**src/rtl/dqs_eye_centering_ctrl.sv**
```systemverilog
// ============================================================================
// dqs_eye_centering_ctrl
// Per-lane DQS read-eye training controller. It sweeps the IOD delay line
// upwards from tap 0 and records the first contiguous passing window. If that
// window is wide enough, it steps the delay line back down to the window
// centre.
//
// Optional feature: when DQS_TRAIN_DIAG_EN is defined, the FAIL_CODE and
// LAST_SWEEP_TAP outputs are added.
//
// Ports:
//   FAB_CLK, SYNC_RST         : clock and synchronous active-high reset
//   TRAIN_START               : level request; only sampled while idle
//   TRAIN_BUSY                : high in every state except IDLE
//   TRAIN_DONE/TRAIN_FAIL     : sticky result flags
//   CENTER_TAP, WINDOW_WIDTH  : training result
//   EYE_MONITOR_EARLY/LATE    : eye-monitor flags from the IOD
//   DELAY_LINE_OUT_OF_RANGE   : delay-line limit flag from the IOD
//   EYE_MONITOR_CLEAR_FLAGS   : one-cycle flag-clear pulse to the IOD
//   DELAY_LINE_MOVE/DIRECTION : one tap step per MOVE pulse; DIRECTION=1 steps up
//   DELAY_LINE_LOAD           : one-cycle reload of the delay line to tap 0
//   FAIL_CODE, LAST_SWEEP_TAP : diagnostics (DQS_TRAIN_DIAG_EN only)
// ============================================================================
module dqs_eye_centering_ctrl #(
    parameter int unsigned TAP_W         = 8,
    parameter int unsigned MAX_TAPS      = 255,
    parameter int unsigned SETTLE_CYCLES = 8,
    parameter int unsigned SAMPLE_CYCLES = 16,
    parameter int unsigned MIN_WINDOW    = 4
) (
    input  logic             FAB_CLK,
    input  logic             SYNC_RST,
    input  logic             TRAIN_START,
    output logic             TRAIN_BUSY,
    output logic             TRAIN_DONE,
    output logic             TRAIN_FAIL,
    output logic [TAP_W-1:0] CENTER_TAP,
    output logic [TAP_W-1:0] WINDOW_WIDTH,
    input  logic             EYE_MONITOR_EARLY,
    input  logic             EYE_MONITOR_LATE,
    input  logic             DELAY_LINE_OUT_OF_RANGE,
    output logic             EYE_MONITOR_CLEAR_FLAGS,
    output logic             DELAY_LINE_MOVE,
    output logic             DELAY_LINE_DIRECTION,
    output logic             DELAY_LINE_LOAD
`ifdef DQS_TRAIN_DIAG_EN
    ,
    output logic [1:0]       FAIL_CODE,
    output logic [TAP_W-1:0] LAST_SWEEP_TAP
`endif
);

    localparam int unsigned WW    = TAP_W + 1;
    localparam int unsigned CNT_W = $clog2(SETTLE_CYCLES + SAMPLE_CYCLES) + 1;

    typedef enum logic [2:0] {
        IDLE, LOAD, CLEAR, SETTLE, SAMPLE, EVAL, STEP, RETURN
    } state_t;

    state_t             state_q;
    logic [TAP_W-1:0]   tap_q, first_q, last_q, back_q, center_q, width_q;
    logic [CNT_W-1:0]   cnt_q;
    logic               in_win_q, err_q, phase_q;
    logic               busy_q, done_q, fail_q, clr_q, move_q, dir_q, load_q;

    // Evaluation of the tap just sampled
    logic               pass_c, in_win_c, sweep_end_c, win_ok_c;
    logic [TAP_W-1:0]   first_c, last_c, center_c, width_sat_c;
    logic [WW-1:0]      width_c, sum_c;

    always_comb begin
        pass_c   = !err_q && !DELAY_LINE_OUT_OF_RANGE;
        first_c  = first_q;
        last_c   = last_q;
        in_win_c = in_win_q;
        if (pass_c) begin
            if (!in_win_q) begin
                first_c  = tap_q;
                in_win_c = 1'b1;
            end
            last_c = tap_q;
        end
        sweep_end_c = (!pass_c && in_win_q) || DELAY_LINE_OUT_OF_RANGE ||
                      (tap_q == TAP_W'(MAX_TAPS));
        width_c     = in_win_c ? (WW'(last_c) - WW'(first_c) + WW'(1)) : '0;
        win_ok_c    = in_win_c && (width_c >= WW'(MIN_WINDOW));
        // A window spanning the full tap range would overflow; saturate it.
        width_sat_c = width_c[TAP_W] ? '1 : width_c[TAP_W-1:0];
        sum_c       = WW'(first_c) + WW'(last_c);
        center_c    = TAP_W'(sum_c >> 1);
    end

    // Training sequencer
    always_ff @(posedge FAB_CLK) begin
        if (SYNC_RST) begin
            state_q  <= IDLE;
            tap_q    <= '0;
            first_q  <= '0;
            last_q   <= '0;
            back_q   <= '0;
            center_q <= '0;
            width_q  <= '0;
            cnt_q    <= '0;
            in_win_q <= 1'b0;
            err_q    <= 1'b0;
            phase_q  <= 1'b0;
            busy_q   <= 1'b0;
            done_q   <= 1'b0;
            fail_q   <= 1'b0;
            clr_q    <= 1'b0;
            move_q   <= 1'b0;
            dir_q    <= 1'b0;
            load_q   <= 1'b0;
`ifdef DQS_TRAIN_DIAG_EN
            FAIL_CODE      <= 2'd0;
            LAST_SWEEP_TAP <= '0;
`endif
        end else begin
            // All IOD controls are single-cycle pulses.
            clr_q  <= 1'b0;
            move_q <= 1'b0;
            dir_q  <= 1'b0;
            load_q <= 1'b0;
            case (state_q)
                IDLE: begin
                    if (TRAIN_START) begin
                        done_q   <= 1'b0;
                        fail_q   <= 1'b0;
                        center_q <= '0;
                        width_q  <= '0;
                        busy_q   <= 1'b1;
                        load_q   <= 1'b1;
                        state_q  <= LOAD;
                    end
                end
                LOAD: begin
                    tap_q    <= '0;
                    in_win_q <= 1'b0;
                    clr_q    <= 1'b1;
                    state_q  <= CLEAR;
                end
                CLEAR: begin
                    err_q   <= 1'b0;
                    cnt_q   <= '0;
                    state_q <= SETTLE;
                end
                SETTLE: begin
                    if (cnt_q == CNT_W'(SETTLE_CYCLES - 1)) begin
                        cnt_q   <= '0;
                        state_q <= SAMPLE;
                    end else begin
                        cnt_q <= cnt_q + CNT_W'(1);
                    end
                end
                SAMPLE: begin
                    err_q <= err_q | EYE_MONITOR_EARLY | EYE_MONITOR_LATE;
                    if (cnt_q == CNT_W'(SAMPLE_CYCLES - 1)) begin
                        cnt_q   <= '0;
                        state_q <= EVAL;
                    end else begin
                        cnt_q <= cnt_q + CNT_W'(1);
                    end
                end
                EVAL: begin
                    first_q  <= first_c;
                    last_q   <= last_c;
                    in_win_q <= in_win_c;
                    if (sweep_end_c) begin
                        width_q <= width_sat_c;
`ifdef DQS_TRAIN_DIAG_EN
                        LAST_SWEEP_TAP <= tap_q;
                        if (win_ok_c)
                            FAIL_CODE <= 2'd0;
                        else if (in_win_c)
                            FAIL_CODE <= 2'd2;
                        else if (DELAY_LINE_OUT_OF_RANGE)
                            FAIL_CODE <= 2'd3;
                        else
                            FAIL_CODE <= 2'd1;
`endif
                        if (!win_ok_c) begin
                            fail_q  <= 1'b1;
                            busy_q  <= 1'b0;
                            state_q <= IDLE;
                        end else begin
                            center_q <= center_c;
                            back_q   <= tap_q - center_c;
                            phase_q  <= 1'b0;
                            state_q  <= RETURN;
                        end
                    end else begin
                        move_q  <= 1'b1;
                        dir_q   <= 1'b1;
                        state_q <= STEP;
                    end
                end
                STEP: begin
                    tap_q   <= tap_q + TAP_W'(1);
                    clr_q   <= 1'b1;
                    state_q <= CLEAR;
                end
                RETURN: begin
                    // One down-step every other cycle until back reaches 0.
                    if (back_q == '0) begin
                        done_q  <= 1'b1;
                        busy_q  <= 1'b0;
                        state_q <= IDLE;
                    end else if (!phase_q) begin
                        move_q  <= 1'b1;
                        back_q  <= back_q - TAP_W'(1);
                        phase_q <= 1'b1;
                    end else begin
                        phase_q <= 1'b0;
                    end
                end
                default: state_q <= IDLE;
            endcase
        end
    end

    assign TRAIN_BUSY              = busy_q;
    assign TRAIN_DONE              = done_q;
    assign TRAIN_FAIL              = fail_q;
    assign CENTER_TAP              = center_q;
    assign WINDOW_WIDTH            = width_q;
    assign EYE_MONITOR_CLEAR_FLAGS = clr_q;
    assign DELAY_LINE_MOVE         = move_q;
    assign DELAY_LINE_DIRECTION    = dir_q;
    assign DELAY_LINE_LOAD         = load_q;

endmodule

```
**config.mk**
```make
export PLATFORM = sky130hd
export DESIGN_NAME = dqs_eye_centering_ctrl
export DESIGN_NICKNAME = d
export VERILOG_FILES = /design/src/rtl/dqs_eye_centering_ctrl.sv
export SDC_FILE = /design/constraint.sdc
export NUM_CORES = 1
export LEC_CHECK = 0
export CORE_MARGIN = 3
export CORE_UTILIZATION = 35
export DETAILED_ROUTE_END_ITERATION = 10
export GPL_TIMING_DRIVEN = 0
export PLACE_DENSITY_LB_ADDON = 0.08
export SYNTH_ARGS = -nofsm -noshare
export SYNTH_HDL_FRONTEND = slang
export SYNTH_SLANG_ARGS = --single-unit
```
**constraint.sdc**
```tcl
create_clock -name FAB_CLK -period 6.35 [get_ports FAB_CLK]
set_input_delay 1.27 -clock FAB_CLK [delete_from_list [all_inputs] [get_ports FAB_CLK]]
set_output_delay 1.27 -clock FAB_CLK [all_outputs]
set_load 0.005 [all_outputs]
```
==> impl_metrics.env, run 1 <==
export IMPL_grt_total_usage_pct=18.3
export IMPL_arrival_ps=5830
export IMPL_worst_ep_required_time_ps=6610
export IMPL_fp_dieH_um=119
export IMPL_finalCritPeriodShare_pct=87.7
export IMPL_hold_viol=0
export IMPL_timing_slew_headroom_pct=38.0
export IMPL_syn_inst=557
export IMPL_rsz0062_at_grt="no"
export IMPL_numCtsBuffers=9
export IMPL_final_common_cell="dfxtp_1"
export IMPL_power_leakage_uw=0.00197
export IMPL_synth_fp_nets=600
export IMPL_final_cell_mix="67 x dfxtp_1, 56 x a21oi_1, 52 x nor2_1"
export IMPL_total_power_uw=1190
export IMPL_crit_slowest_cell="nor3_2"
export IMPL_tritoncts="built"
export IMPL_root_buffer="clkbuf_16"
export IMPL_dr_max_layer_used="met4"
export IMPL_wl_per_cell_um=16.6
export IMPL_outcome="finished, final reports clean"
export IMPL_regArea_um2=1340
export IMPL_path_max_fanout=10
export IMPL_htreeDepth=3
export IMPL_drive_gt1_share_pct=7.68
export IMPL_p_per_area_nw_per_um2=226
export IMPL_area_growth_pct=16.9
export IMPL_totalWireLength_um=12700
export IMPL_cp_top_family="compound AO/OA/AOI/OAI gates"
export IMPL_viasPerCell=5.38
export IMPL_clk_latency_ps=340
export IMPL_yosysTopAreaCellShare_pct=29.8
export IMPL_clockBufferDepth=2
export IMPL_path_class="input port to register"
export IMPL_row_count=40
export IMPL_gp_congestion=0.827
export IMPL_synth_edf_count=0
export IMPL_synth_seq_cells=67
export IMPL_cts_resized=0
export IMPL_cts_hold_buf=0
export IMPL_synth_area_leaders="dfxtp_1 30%, ha_1 9.5%, a21oi_1 6.2%, nor2_1 4.3%, nand2_1 4.3%"
export IMPL_ir_drop_uv=101
export IMPL_cts_setup_buffers=0
export IMPL_ant_nets=0
export IMPL_cts_sinks=67
export IMPL_vias=4128
export IMPL_place_hpwl_um=9620
export IMPL_antenna_found_initial=0
export IMPL_grt_pass1_wl_um=20900
export IMPL_ioPinCount=29
export IMPL_drcViolationCount=0
export IMPL_skew_ps=6.46
export IMPL_synth_cell_types=67
export IMPL_synth_area_per_cell_um2=8.07
export IMPL_crit_chain="clkdlybuf4s50_1 -> nor3_2 -> mux2_2 -> ha_1 -> inv_1 -> ha_1 -> fa_1 -> a211o_4 -> a2111oi_4 -> nor3b_1 -> a41o_1 -> buf_6 -> a21oi_4 -> buf_6 -> o21ai_2 -> a221oi_2"
export IMPL_timing_hold_ws_ps=453
export IMPL_synth_warning_count=0
export IMPL_portBuffers=27
export IMPL_synth_seq_area_share_pct=29.8
export IMPL_drt_iter0_drc=302
export IMPL_wl_met3_um=501
export IMPL_grt_pass1_vias=4028
export IMPL_met2_length_um=6060
export IMPL_fmax_mhz=179
export IMPL_die_w_um=119
export IMPL_cp_num_buf_inv=4
export IMPL_tightest_slew_ps=926
export IMPL_cap_violations=0
export IMPL_wl_met1_um=5970
export IMPL_final_setup_viol_count=0
export IMPL_first_pass_iters=4
export IMPL_initial_utilization_pct=36.7
export IMPL_fin_util_pct=42.8
export IMPL_crit_path_end_kind="register"
export IMPL_final_net_count=638
export IMPL_yosysTopAreaCell="dfxtp_1"
export IMPL_diodes=0
export IMPL_grt_start_max_net_pins=11
export IMPL_clk_pin_slew_ps=60
export IMPL_core_area_um2=12300
export IMPL_hold_path_class="register to register"
export IMPL_synthFlopType="dfxtp_1"
export IMPL_netlist_area_um2=4500
export IMPL_drv_slew=0
export IMPL_slowest_delay_ps=630
export IMPL_fill_cells=1260
export IMPL_multi_input_area_um2=2890
export IMPL_gr_total_overflow=0
export IMPL_setup_tns_ps=0
export IMPL_async_reset_ff_share_pct=0
export IMPL_period_minus_slack_ps=5570
export IMPL_cp_start_kind="input port"
export IMPL_die_area_um2=14200
tightest hold or removal path, stage by stage, from the launching register on:
cell and delay, ps:
dfxtp_1 300, nand2_1 50, a21oi_1 50
power by group:
part           internal [uW]  switching, uW  total [uW]
sequential               435           12.4         448
clock                    302            187         489
combinational           93.5            157         251
final cells by class:
type | instances | area share (%)
inverter | 29 | 2.07
clock inverter | 2 | 0.714
buffer | 32 | 3.05
timing repair buffer | 27 | 5.14
sequential | 67 | 25.5
tap | 168 | 4.00
clock buffer | 13 | 4.57
multi-input combinational | 429 | 54.9
stage by stage:
stage / worst slack [ps] / cell area, um^2 / cells
5_1_grt: 519 / 5250 / 767
6_report: 778 / 5250 / 767
4_1_cts: 804 / 5250 / 767
3_3_place_gp: 482 / 4980 / 752
2_1_floorplan: 1420 / 4500 / 557
3_5_place_dp: 474 / 4980 / 752
per-layer routing:
| layer | global-route usage, % | up-vias |
|---|---|---|
| met5 | 0 | - |
| met4 | 4.87 | 0 |
| met3 | 4.75 | 15 |
| met2 | 31.0 | 62 |
| met1 | 23.1 | 1965 |
| li1 | - | 2086 |
worst paths after layout:
check,start,endpoint,slack [ps],depth (start not counted)
worst max-delay path,DELAY_LINE_OUT_OF_RANGE,back_q[4],780,16
worst min-delay path,last_q[3],last_q[3],450,2
worst max register to register,err_q,back_q[4],1780,15
worst min register to register,last_q[3],last_q[3],450,2
Yosys cell counts (5+ instances only):
cell type and instances:
mux2i_1 10, a211oi_1 16, nor3b_1 6, a21o_1 5
nand2_1 51, clkbuf_1 21, and3_1 5, nor3_1 16
and2_1 5, o21ai_0 26, nor2_1 52, a22oi_1 6
or3_1 5, xor2_1 8, o21a_1 6, ha_1 34
nand3_1 15, a21oi_1 56, mux2_2 11, dfxtp_1 67
xnor2_1 9, inv_1 28, nand3b_1 5, nand2b_1 8
nor4_1 5, nor2b_1 7, a31oi_1 6
sequential cells by signal (all words and copies together), names as in the netlist:
register and cells:
cnt_q 6, first_q 8, phase_q 1, err_q 1
back_q 8, DELAY_LINE_MOVE 1, CENTER_TAP 8, tap_q 8
in_win_q 1, TRAIN_FAIL 1, TRAIN_DONE 1, state_q 3
last_q 8, WINDOW_WIDTH 8, DELAY_LINE_LOAD 1, TRAIN_BUSY 1
EYE_MONITOR_CLEAR_FLAGS 1, DELAY_LINE_DIRECTION 1
cells by family after synthesis:
family          count (synthesis)  synth area share, %
compound gates                161                 24.1
fa+ha+maj                      37                 10.8
mux                            21                 4.98
xor+xnor                       17                 3.31
flops                          67                 29.8
buf+inv                        61                 5.98
simple gates                  193                 21.0
No activity file was read; power rests on OpenSTA's default activity.
==> run 2, diff against run 1 <==
- CAP_MARGIN: unset -> 20
- SLEW_MARGIN: unset -> 0
==> results of run 2 <==
Same layout as run 1: the final DEF is identical, and so are final timing and power.
